## config.mk

```make
export PLATFORM = sky130hd
export DESIGN_NAME = timer_arbiter
export DESIGN_NICKNAME = d
export VERILOG_FILES = /design/src/rtl/timer_arbiter.sv
export SDC_FILE = /design/constraint.sdc
export NUM_CORES = 1
export LEC_CHECK = 0
export ABC_CLOCK_PERIOD_IN_PS = 3600
export BUFFER_PORTS_ARGS = -buffer_cell sky130_fd_sc_hd__buf_2
export CAP_MARGIN = 20
export CORE_ASPECT_RATIO = 2
export CORE_UTILIZATION = 35
export CTS_CLUSTER_SIZE = 30
export DETAILED_ROUTE_END_ITERATION = 10
export PLACE_DENSITY = 0.6
export SETUP_SLACK_MARGIN = 0.1
export SLEW_MARGIN = 10
export SYNTH_ARGS = -nofsm -noshare
export SYNTH_HDL_FRONTEND = slang
export SYNTH_SLANG_ARGS = --single-unit
```

## constraint.sdc

```tcl
create_clock -name clk_i -period 3.6 [get_ports clk_i]
set_input_delay 0.72 -clock clk_i [delete_from_list [all_inputs] [get_ports clk_i]]
set_output_delay 0.72 -clock clk_i [all_outputs]
set_load 0.01 [all_outputs]
```

## src/rtl/timer_arbiter.sv

```systemverilog
// Lends one interval timer to NUM_REQ requesters in round-robin order. It aborts an
// interval when the owner withdraws its request or when the timer overruns (watchdog).
module timer_arbiter #(
    parameter int NUM_REQ   = 3,
    parameter int CNT_W     = 18,
    parameter int WD_MARGIN = 16
) (
    input  logic                     clk_i,
    input  logic                     rst_ni,
    input  logic [NUM_REQ-1:0]       req_i,
    input  logic [NUM_REQ*CNT_W-1:0] req_count_i,
    output logic [NUM_REQ-1:0]       grant_o,
    output logic [NUM_REQ-1:0]       done_o,
    output logic                     err_o,
    output logic                     busy_o,
    output logic [CNT_W-1:0]         tmr_count_o,
    output logic                     tmr_start_o,
    output logic                     tmr_abort_o,
    input  logic                     tmr_done_i
);

    localparam int                IDX_W       = (NUM_REQ > 1) ? $clog2(NUM_REQ) : 1;
    localparam logic [IDX_W-1:0]  LAST_IDX    = IDX_W'(NUM_REQ - 1);
    localparam logic [CNT_W:0]    WD_MARGIN_W = (CNT_W+1)'(WD_MARGIN);

    typedef enum logic [1:0] {
        S_IDLE  = 2'd0,
        S_START = 2'd1,
        S_WAIT  = 2'd2,
        S_DONE  = 2'd3
    } state_t;

    function automatic logic [IDX_W-1:0] rot_idx(input logic [IDX_W-1:0] base, input int off);
        int sum;
        sum = int'(base) + off;
        sum = (sum >= NUM_REQ) ? (sum - NUM_REQ) : sum;
        return IDX_W'(sum);
    endfunction

    function automatic logic [IDX_W-1:0] inc_wrap(input logic [IDX_W-1:0] idx);
        return (idx == LAST_IDX) ? {IDX_W{1'b0}} : (idx + {{(IDX_W-1){1'b0}}, 1'b1});
    endfunction

    state_t               state_q, state_d;
    logic [IDX_W-1:0]     ptr_q, ptr_d;
    logic [IDX_W-1:0]     owner_q, owner_d;
    logic [CNT_W:0]       wd_q, wd_d;
    logic [NUM_REQ-1:0]   grant_q, grant_d;
    logic [NUM_REQ-1:0]   done_q, done_d;
    logic                 err_q, err_d;
    logic                 busy_q, busy_d;
    logic [CNT_W-1:0]     tmr_count_q, tmr_count_d;
    logic                 tmr_start_q, tmr_start_d;
    logic                 tmr_abort_q, tmr_abort_d;

    logic [IDX_W-1:0]     sel_idx_s;
    logic [NUM_REQ-1:0]   sel_onehot_s;
    logic [CNT_W-1:0]     sel_cnt_s;
    logic                 sel_found_s;
    logic                 owner_req_s;
    logic [CNT_W:0]       wd_limit_s;

    // Round-robin pick: walk offsets from the far end so the lowest offset from ptr wins.
    always_comb begin
        sel_idx_s   = {IDX_W{1'b0}};
        sel_found_s = |req_i;
        for (int i = NUM_REQ - 1; i >= 0; i--) begin
            sel_idx_s = req_i[rot_idx(ptr_q, i)] ? rot_idx(ptr_q, i) : sel_idx_s;
        end
        sel_onehot_s = {{(NUM_REQ-1){1'b0}}, 1'b1} << sel_idx_s;
    end

    // Mux out the winner's terminal count.
    always_comb begin
        sel_cnt_s = {CNT_W{1'b0}};
        for (int i = 0; i < NUM_REQ; i++) begin
            sel_cnt_s = sel_cnt_s | (req_count_i[i*CNT_W +: CNT_W] & {CNT_W{sel_onehot_s[i]}});
        end
    end

    assign owner_req_s = |(req_i & grant_q);
    assign wd_limit_s  = {1'b0, tmr_count_q} + WD_MARGIN_W;

    // Next-state and registered-output logic of the arbitration FSM.
    always_comb begin
        state_d     = state_q;
        ptr_d       = ptr_q;
        owner_d     = owner_q;
        wd_d        = wd_q;
        grant_d     = grant_q;
        tmr_count_d = tmr_count_q;
        done_d      = {NUM_REQ{1'b0}};
        err_d       = 1'b0;
        tmr_start_d = 1'b0;
        tmr_abort_d = 1'b0;
        case (state_q)
            S_IDLE: begin
                if (sel_found_s) begin
                    grant_d     = sel_onehot_s;
                    owner_d     = sel_idx_s;
                    tmr_count_d = sel_cnt_s;
                    state_d     = (sel_cnt_s == {CNT_W{1'b0}}) ? S_DONE : S_START;
                end else begin
                    state_d = S_IDLE;
                end
            end
            S_START: begin
                tmr_start_d = 1'b1;
                wd_d        = {(CNT_W+1){1'b0}};
                state_d     = S_WAIT;
            end
            S_WAIT: begin
                if (!owner_req_s) begin
                    tmr_abort_d = 1'b1;
                    grant_d     = {NUM_REQ{1'b0}};
                    ptr_d       = inc_wrap(owner_q);
                    state_d     = S_IDLE;
                end else if (tmr_done_i) begin
                    state_d = S_DONE;
                end else if (wd_q == wd_limit_s) begin
                    tmr_abort_d = 1'b1;
                    err_d       = 1'b1;
                    state_d     = S_DONE;
                end else begin
                    wd_d = wd_q + {{CNT_W{1'b0}}, 1'b1};
                end
            end
            S_DONE: begin
                done_d  = grant_q;
                grant_d = {NUM_REQ{1'b0}};
                ptr_d   = inc_wrap(owner_q);
                state_d = S_IDLE;
            end
            default: begin
                grant_d = {NUM_REQ{1'b0}};
                state_d = S_IDLE;
            end
        endcase
        busy_d = (state_d != S_IDLE);
    end

    // State and output registers.
    always_ff @(posedge clk_i or negedge rst_ni) begin
        if (!rst_ni) begin
            state_q     <= S_IDLE;
            ptr_q       <= {IDX_W{1'b0}};
            owner_q     <= {IDX_W{1'b0}};
            wd_q        <= {(CNT_W+1){1'b0}};
            grant_q     <= {NUM_REQ{1'b0}};
            done_q      <= {NUM_REQ{1'b0}};
            err_q       <= 1'b0;
            busy_q      <= 1'b0;
            tmr_count_q <= {CNT_W{1'b0}};
            tmr_start_q <= 1'b0;
            tmr_abort_q <= 1'b0;
        end else begin
            state_q     <= state_d;
            ptr_q       <= ptr_d;
            owner_q     <= owner_d;
            wd_q        <= wd_d;
            grant_q     <= grant_d;
            done_q      <= done_d;
            err_q       <= err_d;
            busy_q      <= busy_d;
            tmr_count_q <= tmr_count_d;
            tmr_start_q <= tmr_start_d;
            tmr_abort_q <= tmr_abort_d;
        end
    end

    assign grant_o     = grant_q;
    assign done_o      = done_q;
    assign err_o       = err_q;
    assign busy_o      = busy_q;
    assign tmr_count_o = tmr_count_q;
    assign tmr_start_o = tmr_start_q;
    assign tmr_abort_o = tmr_abort_q;

endmodule

```

### Word level (Yosys, flattened, before mapping)

Cells that the tools add are included.

| cells by class | value |
|---|---|
| add/sub/neg operators | 8 |
| multiply operators | 0 |
| divide/modulo/power cells | 0 |
| magnitude comparators | 6 |
| equal/unequal tests | 10 |
| shift operators | 1 |
| muxes and demuxes | 36 |
| bitwise operators | 6 |
| reductions and logical operators | 12 |

Operators by type and width:

| cell | count |
|---|---|
| $mux 19 | 3 |
| $and 18x18->18 | 3 |
| $pmux 19 s2 | 1 |
| $or 18x18->18 | 2 |
| $mux 2 | 13 |
| $add 18x5->19 const B | 1 |
| $add 19x1->19 const B | 1 |
| $eq 19x19->1 | 1 |
| $logic_not 18->1 | 1 |
| $mux 1 | 10 |
| $ne 2x2->1 const B | 5 |
| $lt 2x3->1 const B | 3 |
| $mux 3 | 3 |
| $pmux 3 s3 | 1 |
| $pmux 2 s4 | 1 |
| $bmux 1 s2 | 3 |
| $eq 2x2->1 const B | 3 |
| $ge 3x2->1 const B | 2 |
| $reduce_bool 2->1 | 3 |
| $reduce_or 3->1 | 2 |
| $sub 2x2->2 const B | 3 |
| $pmux 2 s2 | 1 |
| $reduce_and 2->1 | 2 |
| $reduce_and 4->1 | 1 |
| other kinds (10) | 10 |

| word-level totals | value |
|---|---|
| register bits after elaboration | 53 |
| latch bits | 0 |
| memory bits (writable) | 0 |
| memory bits (read-only) | 0 |
| bits of input ports | 60 |
| output and inout bits | 28 |
| word-level logic and storage cells | 90 |
| memories | 0 |

### Depth between registers and ports, before layout

| logic depth | value |
|---|---|
| word-level depth | 17 |
| depth in mapped cells | 11 |
| gate-level depth less buffers | 10 |

### Worst setup path after synthesis

OpenSTA, ideal clock, no wires.

| timing | value |
|---|---|
| kind | input to register |
| start | in req_i[1] |
| end | reg wd_q[10] |
| setup time | 0.078 ns |
| data arrival time | 2.545 ns |
| data required time | 3.522 ns |
| setup slack | 0.977 ns |
| stages | 9 |
| buffers on the path | 3 |
| cells stage by stage | clkbuf_2 -> a222oi_1 -> nor3b_1 -> nor2b_1 -> buf_2 -> nand2_2 -> buf_6 -> or4_1 -> a21oi_1 |

| on the way | value |
|---|---|
| cells in the longest elaborated chain, start to end | 4 |

RTL lines:

| item | RTL line | RTL |
|---|---|---|
| start: declaration | 10 | `input logic [NUM_REQ-1:0] req_i,` |
| $and 3x3->3 | 81 | `assign owner_req_s = \|(req_i & grant_q);` |
| $reduce_or 3->1 | 81 |  |
| $ne 2x2->1 (no line) | n/a |  |
| $reduce_and 4->1 (no line) | n/a |  |
| end signal: assignment | 148 | `wd_q <= {(CNT_W+1){1'b0}};` |
| end signal: assignment | 160 | `wd_q <= wd_d;` |
| end: declaration | 47 | `logic [CNT_W:0] wd_q, wd_d;` |

Every way passes these cells.
A chain may end at the register's enable or synchronous reset.

### Worst setup path in the final report

| timing | value |
|---|---|
| start | reg tmr_count_q[4] (netlist: tmr_count_o[4]) |
| end | reg wd_q[10] |

| on the way | value |
|---|---|
| cells in the longest elaborated chain, start to end | 4 |

RTL lines:

| item | RTL line | RTL |
|---|---|---|
| start: declaration | 52 | `logic [CNT_W-1:0] tmr_count_q, tmr_count_d;` |
| start signal: assignment | 153 | `tmr_count_q <= {CNT_W{1'b0}};` |
| start signal: assignment | 165 | `tmr_count_q <= tmr_count_d;` |
| $add 18x5->19 | 82 | `assign wd_limit_s = {1'b0, tmr_count_q} + WD_MARGIN_W;` |
| $eq 19x19->1 | 120 | `end else if (wd_q == wd_limit_s) begin` |
| $ne 2x2->1 (no line) | n/a |  |
| $reduce_and 4->1 (no line) | n/a |  |

Every way passes these cells.

==> impl_metrics.yaml <==
outcome:
  outcome: "complete, no violations"
logic_synthesis:
  synth-edff-count: 0
  synth_compound_area_share_pct: 19.3
  synth.area.top_cells: "dfrtp_1 (38%), nand2_1 (5.2%), nor2_1 (4.8%)"
  synthXorXnorAreaFrac_pct: 7.21
  synth_area_leader_cell: "dfrtp_1"
  synth_warnings: 0
  synth_mux_area_share_pct: 2.88
  synth_top_family_by_area: "simple AND/OR/NAND/NOR gates"
  seq_area_frac_synth_pct: 37.7
  yosys_most_used_dff: "dfrtp_1"
  ys_async_sr_fraction_pct: 100
  syn_inst: 411
  synth_simple_gate_area_share_pct: 26.2
  ys_types: 62
  ys_seq_elements: 53
  synth.net_count: 477
  syn_area_mm2: 0.00352
  avgSynthCellArea_um2: 8.57
  yosysTopAreaCellShare_pct: 37.7
  synth_fa_ha_area_share_pct: 2.13
  synthTopCellsByCount: "dfrtp_1 (53), nand2_1 (49), nor2_1 (45)"
  yosysMostFrequentCell: "dfrtp_1"
routing:
  drt_iter0_markers: 171
  wl_um: 10200
  drt_first_pass_iters: 4
  viasPerCell: 5.47
  routed-via-count: 3399
  ant_nets: 0
  drc: 0
  wire_per_inst_um: 16.5
global_routing:
  use_met2_pct: 41.0
  grt_pass1_vias: 3426
  overflow: 0
  antenna_found_initial: 0
  grt_pass1_wl_um: 16800
  grtUsageMet3_pct: 2.24
  grt_usage_pct: 21.0
  busiest_layer: "met2"
  grt_max_degree: 37
  grt_use_met1_pct: 21.7
flow_run:
  drv_cap: 0
die:
  ios: 88
  dieArea_mm2: 0.0105
  row_count: 51
  die_h_um: 144
  fp.dieW_um: 72.9
  core_mm2: 0.00976
  start_util_pct: 36.1
placed_design:
  pre_cts_slack_ns: 0.584
  placedCellCount: 613
  place_hpwl_um: 8190
  io_buffers: 87
  dpl-instance-area_mm2: 0.00407
  routabilityCongestion: 0.934
pwr:
  power.density_mw_per_mm2: 805
  p_total_mw: 3.41
  power_frac_comb_pct: 52.1
  ir_drop_mv: 0.780
  pwr-share-seq_pct: 31.9
  switching_share_pct: 46.0
  p_switching_mw: 1.57
  cellLeakagePower_nw: 1.95
  internal_power_mw: 1.84
  clkPwrFrac_pct: 16.1
worst_setup_path:
  cp.arrival_ns: 3.28
  cp_max_fo: 11
  crit_buf_inv: 0
  cp.required_ns: 3.82
  worstPathCellList: "ha_1, nand4_1, or4_1, nand4_1, a2111oi_1, nand4_2, nand2_2, or4_1, a21oi_1"
  crit_path_end_kind: "flop"
  slowest_delay_ns: 0.59
  crit_slowest_cell: "or4_1"
  cp-start-kind: "flop"
  crit_family: "simple AND/OR/NAND/NOR gates"
  crit_type: "flop to flop"
final_layout:
  final_cells: 621
  nets: 554
  diodes: 0
  finish.utilization_pct: 43.4
  syn2layout_area_growth_pct: 20.2
  drive_above_1_share_pct: 22.5
  design_area_mm2: 0.00423
clock_network:
  cts_tree: "built"
  root_buffer: "clkbuf_16"
  clk_pin_slew_ns: 0.07
  cts_max_level: 2
  post-cts-setup-buffers: 0
  cts_hold_buf: 0
  post_cts_resized: 0
  cts_buffers: 5
  clock_path_buffers: 2
  cts.sinks: 53
  clock_latency_ns: 0.29
timing:
  layout_setup_ws_ns: 0.536
  tns_ns: 0
  min_period_ns: 3.06
  hold_ws_ns: 0.471
  slew_viol_final: 0
  finalCritPeriodShare_pct: 85.1
  maxSlewHeadroom_pct: 51.1
  setup_viol: 0
  worst_pin_slew_ns: 0.733
  rsz0062_at_grt: "no"
  fmax_mhz: 326
  fin_skew_ns: 0.00608
  hold_viol: 0
min_path:
  min_path_type: "input port to async pin"
==> power by group through the flow <==
| stage | clock network [mW] | registers (mW) | logic [mW] |
|---|---|---|---|
| detailed placement | 0 | 1.09 | 1.79 |
| CTS | 0.560 | 1.08 | 1.80 |
| floorplan | 0 | 1.02 | 1.27 |
| finish | 0.547 | 1.09 | 1.77 |
| global route | 0.578 | 1.11 | 2.01 |
| global placement | 0 | 1.09 | 1.77 |
==> layout make-up <==
| type | count | area (µm²) |
|---|---|---|
| Fill cell | 980 | 5530 |
| Sequential cell | 53 | 1330 |
| Tap cell | 132 | 165 |
| Clock inverter | 2 | 38.8 |
| Multi-Input combinational cell | 322 | 2040 |
| Inverter | 13 | 48.8 |
| Timing Repair Buffer | 93 | 480 |
| Clock buffer | 6 | 129 |
==> flip-flops by register name (all words and copies together) (netlist names) <==
signal / cells
busy_o: 1
done_o: 3
err_o: 1
grant_o: 3
owner_q: 2
ptr_q: 2
state_q: 2
tmr_abort_o: 1
tmr_count_o: 18
tmr_start_o: 1
wd_q: 19
==> worst paths after layout <==
path	start	endpoint	slack (ns)	cells past startpoint
worst max-delay path	tmr_count_o[4]	wd_q[10]	0.54	9
worst min-delay path	rst_ni	ptr_q[1]	0.47	1
worst max register to register	tmr_count_o[4]	wd_q[10]	0.54	9
worst min register to register	owner_q[1]	ptr_q[0]	0.50	1
max in group asynchronous	rst_ni	tmr_count_o[15]	2.36	2
min in group clk_i	owner_q[1]	ptr_q[0]	0.50	1
==> routing by layer <==
layer	part of all wire (%)	vias to the layer above
met2	56	113
met5	0	-
li1	-	1663
met4	3.6	0
met3	3.6	26
met1	37	1597
==> kinds of logic (layout without fill, tap and decap cells) <==
| group | Yosys count | count (layout) |
|---|---|---|
| AOI/OAI and AO/OA | 96 | 96 |
| xor gates and xnor gates | 29 | 29 |
| adders and majority gates | 6 | 6 |
| buffers and inverters | 36 | 114 |
| DFF | 53 | 53 |
| muxes | 10 | 10 |
| and+or+nand+nor | 181 | 181 |
==> cell usage in the layout, fill, tap and decap left out, drive strengths merged, types with 3 or more instances in the layout <==
master / n
a211oi: 4
a21boi: 3
a21oi: 18
a22o: 5
a22oi: 9
a31oi: 10
and2: 5
and3: 13
buf: 93
clkbuf: 6
dfrtp: 53
ha: 6
inv: 13
mux2i: 9
nand2: 50
nand2b: 3
nand3: 11
nand4: 16
nand4b: 4
nor2: 45
nor2b: 7
nor3: 4
nor4: 6
o2111ai: 4
o21ai: 13
o311ai: 3
o31ai: 5
or3: 3
or4: 7
xnor2: 11
xor2: 18
No activity file was read; power rests on OpenSTA's default activity.
